## config.mk

```make
export PLATFORM = sky130hd
export DESIGN_NAME = moonbase_nbus_ctrl
export DESIGN_NICKNAME = d
export VERILOG_FILES = /design/src/rtl/moonbase_nbus_ctrl.sv
export SDC_FILE = /design/constraint.sdc
export NUM_CORES = 1
export LEC_CHECK = 0
export CAP_MARGIN = 30
export CORE_MARGIN = 3
export CORE_UTILIZATION = 45
export DETAILED_ROUTE_END_ITERATION = 10
export PLACE_DENSITY = 0.81
export REMOVE_ABC_BUFFERS = 1
export SYNTH_ARGS = -nofsm -noshare
export SYNTH_HDL_FRONTEND = slang
export SYNTH_SLANG_ARGS = --single-unit
```

## constraint.sdc

```tcl
create_clock -name clk -period 2.7 [get_ports clk]
set_clock_uncertainty 0.05 [all_clocks]
set_input_delay 0.27 -clock clk [delete_from_list [all_inputs] [get_ports clk]]
set_output_delay 0.27 -clock clk [all_outputs]
set_load 0.01 [all_outputs]
```

## src/rtl/moonbase_nbus_ctrl.sv

```systemverilog
`default_nettype none
// ============================================================================
// moonbase_nbus_ctrl : nibble-serial external bus sequencer (address, IO and
//                      data beats, wait stretching with timeout, req/rsp)
// Revision: 1.0
// ============================================================================
module moonbase_nbus_ctrl #(
    parameter int ADDR_W   = 12,
    parameter int DATA_W   = 12,
    parameter int NIB_W    = 4,
    parameter int MAX_WAIT = 15
) (
    input  logic              clk,
    input  logic              reset_n,
    input  logic              req_valid,
    output logic              req_ready,
    input  logic              req_write,
    input  logic              req_io,
    input  logic [NIB_W:0]    req_io_code,
    input  logic [ADDR_W-1:0] req_addr,
    input  logic [DATA_W-1:0] req_wdata,
    output logic              rsp_valid,
    output logic              rsp_err,
    output logic [DATA_W-1:0] rsp_rdata,
    output logic [NIB_W-1:0]  rsp_io_status,
    output logic [NIB_W+3:0]  bus_out,
    output logic              bus_cyc,
    input  logic [NIB_W-1:0]  bus_in,
    input  logic              bus_wait
);
    localparam int CHUNK_W    = NIB_W + 2;
    localparam int ADDR_BEATS = (ADDR_W + CHUNK_W - 1) / CHUNK_W;
    localparam int DATA_BEATS = (DATA_W + NIB_W - 1) / NIB_W;
    localparam int ADDR_PAD   = ADDR_BEATS * CHUNK_W;
    localparam int DATA_PAD   = DATA_BEATS * NIB_W;
    localparam int MAX_BEATS  = (ADDR_BEATS > DATA_BEATS) ? ADDR_BEATS : DATA_BEATS;
    localparam int BEAT_W     = $clog2(MAX_BEATS) + 1;
    localparam int WAIT_W     = $clog2(MAX_WAIT + 1);

    localparam logic [BEAT_W-1:0] ADDR_LAST = BEAT_W'(ADDR_BEATS - 1);
    localparam logic [BEAT_W-1:0] DATA_LAST = BEAT_W'(DATA_BEATS - 1);
    localparam logic [WAIT_W-1:0] WAIT_MAX  = WAIT_W'(MAX_WAIT);

    localparam logic [1:0] ST_IDLE = 2'd0;
    localparam logic [1:0] ST_ADDR = 2'd1;
    localparam logic [1:0] ST_IO   = 2'd2;
    localparam logic [1:0] ST_DATA = 2'd3;

    // A single-beat data phase would make first&last collide with the IO code.
    generate
        if (DATA_BEATS < 2) begin : g_data_beats_check
            $error("moonbase_nbus_ctrl: DATA_W/NIB_W must give at least 2 data beats");
        end
    endgenerate

    logic [1:0]              state_q, state_d;
    logic [BEAT_W-1:0]       beat_q, beat_d;
    logic [WAIT_W-1:0]       wait_q, wait_d;
    logic [ADDR_PAD-1:0]     addr_sh_q, addr_sh_d;
    logic [DATA_PAD-1:0]     wdata_sh_q, wdata_sh_d;
    logic [DATA_PAD-NIB_W-1:0] rdata_sh_q, rdata_sh_d;
    logic                    write_q, write_d;
    logic                    io_q, io_d;
    logic [NIB_W:0]          io_code_q, io_code_d;
    logic                    rsp_valid_q, rsp_valid_d;
    logic                    rsp_err_q, rsp_err_d;
    logic [DATA_W-1:0]       rsp_rdata_q, rsp_rdata_d;
    logic [NIB_W-1:0]        rsp_io_status_q, rsp_io_status_d;
    logic [DATA_PAD-1:0]     w_rdata_next;

    assign w_rdata_next = {rdata_sh_q, bus_in};

    always_ff @(posedge clk or negedge reset_n) begin
        if (!reset_n) begin
            state_q         <= ST_IDLE;
            beat_q          <= '0;
            wait_q          <= '0;
            addr_sh_q       <= '0;
            wdata_sh_q      <= '0;
            rdata_sh_q      <= '0;
            write_q         <= 1'b0;
            io_q            <= 1'b0;
            io_code_q       <= '0;
            rsp_valid_q     <= 1'b0;
            rsp_err_q       <= 1'b0;
            rsp_rdata_q     <= '0;
            rsp_io_status_q <= '0;
        end else begin
            state_q         <= state_d;
            beat_q          <= beat_d;
            wait_q          <= wait_d;
            addr_sh_q       <= addr_sh_d;
            wdata_sh_q      <= wdata_sh_d;
            rdata_sh_q      <= rdata_sh_d;
            write_q         <= write_d;
            io_q            <= io_d;
            io_code_q       <= io_code_d;
            rsp_valid_q     <= rsp_valid_d;
            rsp_err_q       <= rsp_err_d;
            rsp_rdata_q     <= rsp_rdata_d;
            rsp_io_status_q <= rsp_io_status_d;
        end
    end

    always_comb begin
        state_d         = state_q;
        beat_d          = beat_q;
        wait_d          = wait_q;
        addr_sh_d       = addr_sh_q;
        wdata_sh_d      = wdata_sh_q;
        rdata_sh_d      = rdata_sh_q;
        write_d         = write_q;
        io_d            = io_q;
        io_code_d       = io_code_q;
        rsp_valid_d     = 1'b0;
        rsp_err_d       = 1'b0;
        rsp_rdata_d     = rsp_rdata_q;
        rsp_io_status_d = rsp_io_status_q;
        case (state_q)
            ST_IDLE: begin
                if (req_valid) begin
                    state_d    = ST_ADDR;
                    beat_d     = '0;
                    wait_d     = '0;
                    addr_sh_d  = ADDR_PAD'(req_addr);
                    wdata_sh_d = DATA_PAD'(req_wdata);
                    rdata_sh_d = '0;
                    write_d    = req_write;
                    io_d       = req_io;
                    io_code_d  = req_io_code;
                end
            end
            ST_ADDR: begin
                addr_sh_d = addr_sh_q << CHUNK_W;
                if (beat_q == ADDR_LAST) begin
                    beat_d  = '0;
                    state_d = io_q ? ST_IO : ST_DATA;
                end else begin
                    beat_d = beat_q + BEAT_W'(1);
                end
            end
            ST_IO: begin
                rsp_io_status_d = bus_in;
                state_d         = ST_DATA;
            end
            default: begin
                // Data beat: a held wait repeats the beat; MAX_WAIT+1 waits abort.
                if (bus_wait) begin
                    if (wait_q == WAIT_MAX) begin
                        state_d     = ST_IDLE;
                        wait_d      = '0;
                        rsp_valid_d = 1'b1;
                        rsp_err_d   = 1'b1;
                        rsp_rdata_d = '0;
                    end else begin
                        wait_d = wait_q + WAIT_W'(1);
                    end
                end else begin
                    wait_d     = '0;
                    rdata_sh_d = w_rdata_next[DATA_PAD-NIB_W-1:0];
                    wdata_sh_d = wdata_sh_q << NIB_W;
                    if (beat_q == DATA_LAST) begin
                        state_d     = ST_IDLE;
                        beat_d      = '0;
                        rsp_valid_d = 1'b1;
                        rsp_rdata_d = write_q ? '0 : w_rdata_next[DATA_W-1:0];
                    end else begin
                        beat_d = beat_q + BEAT_W'(1);
                    end
                end
            end
        endcase
    end

    always_comb begin
        req_ready = 1'b0;
        bus_cyc   = 1'b0;
        bus_out   = '0;
        case (state_q)
            ST_IDLE: req_ready = 1'b1;
            ST_ADDR: begin
                bus_cyc = 1'b1;
                bus_out = {1'b1, (beat_q == ADDR_LAST), addr_sh_q[ADDR_PAD-1 -: CHUNK_W]};
            end
            ST_IO: begin
                bus_cyc = 1'b1;
                bus_out = {3'b011, io_code_q};
            end
            default: begin
                bus_cyc = 1'b1;
                bus_out = {1'b0, (beat_q == DATA_LAST), (beat_q == '0), write_q,
                           write_q ? wdata_sh_q[DATA_PAD-1 -: NIB_W] : {NIB_W{1'b0}}};
            end
        endcase
    end

    assign rsp_valid     = rsp_valid_q;
    assign rsp_err       = rsp_err_q;
    assign rsp_rdata     = rsp_rdata_q;
    assign rsp_io_status = rsp_io_status_q;

endmodule
`default_nettype wire

```

Yosys cells after proc, flatten, opt, wreduce, memory -nomap -nowiden
Cells that the tools add are included.
Widths: inputs -> output; s select.

word-level totals
  bits in registers = 66
  input port bits = 39
  output and inout port bits = 28
  word-level logic and storage cells = 81

cells by class
  $add $sub $neg = 2
  equal/unequal tests = 11
  muxes and demuxes = 38
  bitwise gates (word level) = 3
  reduce and logical (&&, ||, !) cells = 14

operators with widths
  cell                 count
  $mux 12              7
  $pmux 12 s2          2
  $pmux 8 s3           1
  $mux 4               4
  $mux 8               2
  $pmux 8 s2           1
  $mux 3               4
  $mux 2               5
  $mux 1               9
  $pmux 3 s3           1
  $reduce_and 3->1     3
  $pmux 4 s2           1
  $pmux 2 s3           1
  $reduce_and 2->1     3
  $ne 5x1->1 const B   1
  $reduce_bool 5->1    1
  $add 4x1->4 const B  1
  $eq 4x4->1 const B   1
  $ne 2x1->1 const B   2
  $ne 2x2->1 const B   2
  $reduce_and 4->1     1
  $reduce_bool 2->1    2
  $add 3x1->3 const B  1
  $eq 3x1->1 const B   1
  9 further kinds      11

Logic depth before layout (Yosys ltp)
Gate-level depths: netlist of the first run.

  depth after elaboration = 4
  mapped depth = 8
  gate-level depth less buffers = 6

Least setup slack after synthesis of the first run
OpenSTA, ideal clock, no wires.

  path kind = reg-to-output
  from = register state_q[1]
  to = output port bus_out[4]
  data arrival time = 1.726 ns
  required time = 2.380 ns
  setup slack = 0.654 ns
  stages on the path, launching flop included = 8
  buffers on the path = 3
  cell sequence = dfrtp_1 > inv_1 > ha_1 > buf_2 > buf_2 > buf_1 > a22oi_1 > o21ai_0

between the ends
  cells in the longest elaborated chain, start to end = 2
  elaborated cells between the ends (all ways) = 4
  those cells by class = eq/ne (2); mux (1); reduce/logical (1)

ends and longest elaborated chain
  what                                line  text
  from (decl)                         56    logic [1:0] state_q, state_d;
  from (signal assigned)              89    state_q <= state_d;
  $eq 2x2->1 (tied with other cells)  179   case (state_q)
  $pmux 8 s3 (*)                      179
  to (decl)                           26    output logic [NIB_W+3:0] bus_out,

Mark *: on every way between the ends. The rest lies on a longest branch, timed or not.

Worst setup path after layout of the first run
  from = register state_q[0]
  to = output port bus_out[1]

Same word-level chain as after synthesis.

==> results_dict.tcl, run 1 <==
set metrics [dict create \
    outcome "completed" \
    setup_tns_ps 0 \
    std_cell_rows 30 \
    relSlewSlack_pct 45.3 \
    hp-class "in2async" \
    cts_root_buffer "clkbuf_8" \
    place.gp.congestion 0.757 \
    syn_inst 326 \
    powerDensity_nw_per_um2 1110 \
    synth_area_per_cell_um2 10.1 \
    start_util_pct 47.3 \
    cts_tree "done" \
    areaGrowthSynthToFinish_pct 30.0 \
    synth-main-ff-cell "dfrtp_1" \
    dp_hpwl_um 5500 \
    placed_area_um2 4010 \
    power_mw 4.76 \
    grt_pass1_wl_um 12800 \
    nets 437 \
    cp-end-kind "primary output" \
    ys_warn_count 0 \
    worst_pin_slew_ps 814 \
    drt_iter0_drc 115 \
    critPathSlowestCell "clkdlybuf4s50_1" \
    layout_setup_ws_ps 185 \
    synth_cell_types 43 \
    drc 0 \
    drt_wl_total_um 7720 \
    finalHoldViolations 0 \
    path_depth 5 \
    fin_area_um2 4270 \
    port_buffers 66 \
    cts.sinks 66 \
    vias 2660 \
    num_antenna_cells 0 \
    numCtsBuffers 9 \
    cp_num_buf_inv 2 \
    max_stage_delay_ps 570 \
    p_leak_nw 1.78 \
    detail-route-antenna-nets 0 \
    fin_crit_sh_pct 93.1 \
    grt_overflow 0 \
    final_max_slew_viol_count 0 \
    io_pins 67 \
    min_period_ps 2510 \
    dieArea_um2 8360 \
    synth-edff-count 0 \
    cp_max_fo 11 \
    start_kind "register" \
    coreArea_um2 6940 \
    ys_ff_latch 66 \
    ys_seq_area_share_pct 50.3 \
    cts_buffer_depth 2 \
    drt_pass1_iterations 4 \
    crit_type "reg2out" \
    die_y_um 91.4 \
    synthArstFlopShare_pct 100 \
    antenna_found_initial 0 \
    setup_viol 0 \
    grt_use_total_pct 19.6 \
    rsz0062_at_grt "false" \
    cp_data_required_time_ps 2380 \
    layout-drive-gt1-share_pct 15.1 \
    arrival_ps 2190 \
    grt_pass1_vias 2600 \
    drt-vias-per-instance 5.40 \
    fmax_ghz 0.398 \
    grt_max_degree 32 \
    routedWlPerCell_um 15.7 \
    postCtsSetupBuffers 0 \
    insertion_delay_ps 350 \
    drv_cap 0 \
    r2r_cells 5 \
    fillers 554 \
    irDropWorstVdd_mv 0.509 \
    clk_pin_slew_worst_paths_ps 70 \
    cpLargestDelayFamily "buffers and inverters" \
    htreeDepth 3 \
    die_w_um 91.4 \
    synth_area_um2 3280 \
    worstPathCellList "inv_1, ha_2, a221oi_1, a21oi_1, clkdlybuf4s50_1" \
    dp_slack_ps 420 \
]
-- state kept, by name, summed over array words and instances (netlist names), 3 cells and up --
register and cells:
addr_sh_q 12, beat_q 3, io_code_q 5, rdata_sh_q 8
rsp_io_status 4, rsp_rdata 12, wait_q 4, wdata_sh_q 12
-- per-layer routing --
| layer | up-vias | wire [µm] | share of wire, % | track usage, % |
|---|---|---|---|---|
| met4 | 0 | 76 | 0.98 | 5.40 |
| met3 | 8 | 427 | 5.5 | 6.55 |
| met5 | - | 0 | 0 | 0 |
| met2 | 82 | 3810 | 49 | 31.6 |
| li1 | 1306 | - | - | - |
| met1 | 1264 | 3410 | 44 | 25.0 |
-- stage by stage --
step	cells	utilization [%]	hold slack [ps]
2_1_floorplan	305	-	-75.6
3_3_place_gp	476	57.8	121
3_5_place_dp	476	57.8	124
4_1_cts	493	61.4	276
5_1_grt	493	61.5	296
6_report	493	61.5	276
-- power by group --
part / switching, mW / internal (mW) / leakage [nW]
combinational: 1.01 / 1.06 / 0.807
clock: 0.386 / 0.612 / 0.123
sequential: 0.314 / 1.37 / 0.852
-- final timing paths --
check / to / start / slack [ps]
worst min register to register: rsp_rdata[11] / rsp_rdata[11] / 420
worst max register to register: wdata_sh_q[9] / state_q[0] / 380
worst min-delay path: rdata_sh_q[6] / reset_n / 280
min in group clk: rsp_rdata[11] / rsp_rdata[11] / 420
worst max-delay path: bus_out[1] / state_q[0] / 190
max in group asynchronous: wdata_sh_q[10] / reset_n / 1630
-- cell type report --
type / instances / area (µm²) / share of cell area (%)
multi-input combinational: 232 / 1500 / 35.1
timing repair buffer: 76 / 733 / 17.2
inverter: 7 / 26.3 / 0.615
sequential: 66 / 1650 / 38.7
clock buffer: 9 / 124 / 2.90
clock inverter: 7 / 118 / 2.75
tap: 96 / 120 / 2.81
-- synth_stat cells, types with 2 or more instances --
cell | number | area, µm²
a21o_1 | 2 | 15.0
a21oi_1 | 26 | 130
a221oi_1 | 4 | 35.0
a22o_1 | 9 | 78.8
a22oi_1 | 2 | 15.0
buf_1 | 2 | 7.51
buf_2 | 4 | 20.0
buf_4 | 2 | 15.0
buf_6 | 3 | 33.8
clkbuf_1 | 10 | 37.5
dfrtp_1 | 66 | 1650
ha_1 | 6 | 75.1
inv_1 | 7 | 26.3
mux2_2 | 18 | 203
mux2i_1 | 8 | 80.1
nand2_1 | 53 | 199
nand2b_1 | 2 | 12.5
nand3_1 | 2 | 10.0
nand4_1 | 2 | 12.5
nor2_1 | 5 | 18.8
nor2b_1 | 15 | 93.8
nor3_1 | 3 | 15.0
nor3b_1 | 2 | 15.0
o21ai_0 | 28 | 140
o21ai_1 | 5 | 25.0
o21ai_2 | 7 | 61.3
o22ai_1 | 14 | 87.6
o31ai_1 | 2 | 15.0
or3_1 | 2 | 12.5
or4b_4 | 2 | 27.5
-- cell families (layout without fill, tap and decap cells) --
family          Yosys count  in the layout  share of synthesized area (%)
simple gates             95             95                           14.5
buf+inv                  28             99                           4.27
fa+ha+maj                 6              6                           2.29
compound gates          104            104                           19.8
xor+xnor                  1              1                          0.267
flops                    66             66                           50.3
mux                      26             26                           8.61
-- what timing repair did --
| action | in CTS | in global routing |
|---|---|---|
| hold buffers | 1 | 0 |
| setup endpoints to repair | 0 | 6 |
| gates resized for setup | 0 | 2 |
| endpoints found under the hold margin | 12 | 0 |
-- cells in the final DEF, fill, tap and decap left out, drive strengths merged, types with 4 or more instances in the layout --
| master | count |
|---|---|
| mux2i | 8 |
| ha | 6 |
| mux2 | 18 |
| nor2 | 5 |
| buf | 10 |
| dfrtp | 66 |
| o22ai | 14 |
| clkbuf | 9 |
| a22o | 9 |
| clkinv | 4 |
| a21oi | 27 |
| o21ai | 40 |
| nor2b | 15 |
| nand2 | 53 |
| a221oi | 4 |
| clkdlybuf4s50 | 65 |
| inv | 7 |
-- worst reg2reg max path, delay by kind of cell (launching register included) --
family,cells,cell delay [ps]
flops,1,460
simple gates,1,230
compound gates,2,780
buf+inv,1,120
fa+ha+maj,1,520
Power figures use the tool's default switching activity.
==> run 2, diff against run 1 <==
CTS_BUF_LIST = sky130_fd_sc_hd__clkbuf_4   (was default)
CTS_CLUSTER_SIZE = 24   (was default)
GPL_ROUTABILITY_DRIVEN = 0   (was default)
==> run 2 against run 1 <==
  * Final cell count unchanged
  * Sequential share of layout area up 0.44 points
  * Maximum frequency down 5.7%
  * Count of clock-buffer cells in the layout unchanged
  * Global-route usage down 0.23 points
==> results_dict.tcl, run 2 (synthesis gave the netlist of run 1 again) <==
set metrics [dict create \
    r2r_cells 5 \
    areaGrowthSynthToFinish_pct 28.6 \
    dieArea_um2 8360 \
    cp_data_required_time_ps 2380 \
    hp-class "in2async" \
    fillers 560 \
    start_util_pct 47.3 \
    finalHoldViolations 0 \
    irDropWorstVdd_mv 0.508 \
    grt_overflow 0 \
    drt_pass1_iterations 5 \
    fmax_ghz 0.375 \
    final_max_slew_viol_count 0 \
    max_stage_delay_ps 560 \
    fin_crit_sh_pct 98.7 \
    dp_hpwl_um 5500 \
    placed_area_um2 4010 \
    grt_pass1_wl_um 12700 \
    crit_type "reg2out" \
    cp_max_fo 16 \
    worstPathCellList "ha_2, nor4bb_1, a21oi_1, o22ai_1, clkdlybuf4s50_1" \
    worst_pin_slew_ps 784 \
    setup_tns_ps 0 \
    numCtsBuffers 9 \
    std_cell_rows 30 \
    r2r-end "wdata_sh_q[9]" \
    drc 0 \
    critPathSlowestCell "clkdlybuf4s50_1" \
    cp-end-kind "primary output" \
    io_pins 67 \
    drv_cap 0 \
    relSlewSlack_pct 47.3 \
    rsz0062_at_grt "true" \
    drt_wl_total_um 7690 \
    cts_root_buffer "clkbuf_4" \
    vias 2703 \
    detail-route-antenna-nets 0 \
    fin_area_um2 4230 \
    insertion_delay_ps 420 \
    cts_buffer_depth 2 \
    coreArea_um2 6940 \
    whs_ps 200 \
    setup_viol 0 \
    start_kind "register" \
    arrival_ps 2350 \
    nets 437 \
    port_buffers 66 \
    grt_pass1_vias 2584 \
    postCtsSetupBuffers 0 \
    layout_common_cells "65 x dfrtp_1, 65 x clkdlybuf4s50_1, 53 x nand2_1" \
    die_w_um 91.4 \
    min_period_ps 2670 \
    layout-drive-gt1-share_pct 15.6 \
    grt_max_degree 32 \
    routedWlPerCell_um 15.6 \
    timing.rr.start "state_q[0]" \
    r2r_slack_ps 360 \
    powerDensity_nw_per_um2 1090 \
    grt_use_total_pct 19.3 \
    outcome "completed" \
    drt-vias-per-instance 5.48 \
    final_core_util_pct 60.8 \
    die_y_um 91.4 \
    p_leak_nw 1.76 \
    cts_tree "done" \
    cts.sinks 66 \
    drt_iter0_drc 116 \
    clk_pin_slew_worst_paths_ps 110 \
    htreeDepth 3 \
    antenna_found_initial 0 \
    num_antenna_cells 0 \
]
==> run 2: layout make-up <==
| class | count | area (µm²) | area share [%] |
|---|---|---|---|
| clock buffer | 9 | 67.6 | 1.60 |
| clock inverter | 7 | 118 | 2.78 |
| inverter | 7 | 26.3 | 0.622 |
| multi-input combinational | 232 | 1500 | 35.6 |
| sequential | 66 | 1650 | 39.1 |
| tap | 96 | 120 | 2.84 |
| timing repair buffer | 76 | 737 | 17.4 |
==> run 2: routing by layer <==
layer / GRT usage [%] / part of all wire (%) / up-vias
li1: - / - / 1313
met5: 0 / 0 / -
met2: 31.5 / 50 / 93
met4: 6.16 / 1.3 / 0
met1: 24.7 / 43 / 1288
met3: 5.55 / 6.3 / 9
==> run 2: worst max path at each step <==
stage / startpoint / end / slack [ps]
3_3_place_gp: state_q[0] / bus_out[6] / 480
3_5_place_dp: state_q[0] / bus_out[6] / 420
6_report: state_q[0] / bus_out[6] / 30
5_1_grt: state_q[0] / bus_out[6] / -40
4_1_cts: state_q[0] / bus_out[6] / 80
2_1_floorplan: state_q[0] / rdata_sh_q[0] / 120
==> run 2: stage by stage <==
stage	worst slack, ps	total power, mW	std cells
after floorplan	120	2.88	305
after global placement	477	3.66	476
after detailed placement	420	3.75	476
after CTS	78.5	4.61	493
after global routing	-44.6	4.92	493
final	33.9	4.61	493
==> run 2: repair_timing <==
action	4_1_cts	5_1_grt
gates resized for setup	2	3
endpoints found under the hold margin	12	0
setup endpoints to repair	4	5
hold buffers	1	0
==> run 2: power breakdown <==
part           leakage (nW)  switching (mW)  internal [mW]
registers             0.851           0.319           1.37
logic                 0.810            1.02           1.07
clock network        0.0999           0.363          0.468
==> run 2: critical path: cells and delay by family (launching register included) <==
| kind | cells | cell delay [ps] |
|---|---|---|
| DFF | 1 | 470 |
| and+or+nand+nor | 1 | 340 |
| buffers and inverters | 1 | 560 |
| AOI/OAI and AO/OA | 2 | 230 |
| adders and majority gates | 1 | 330 |
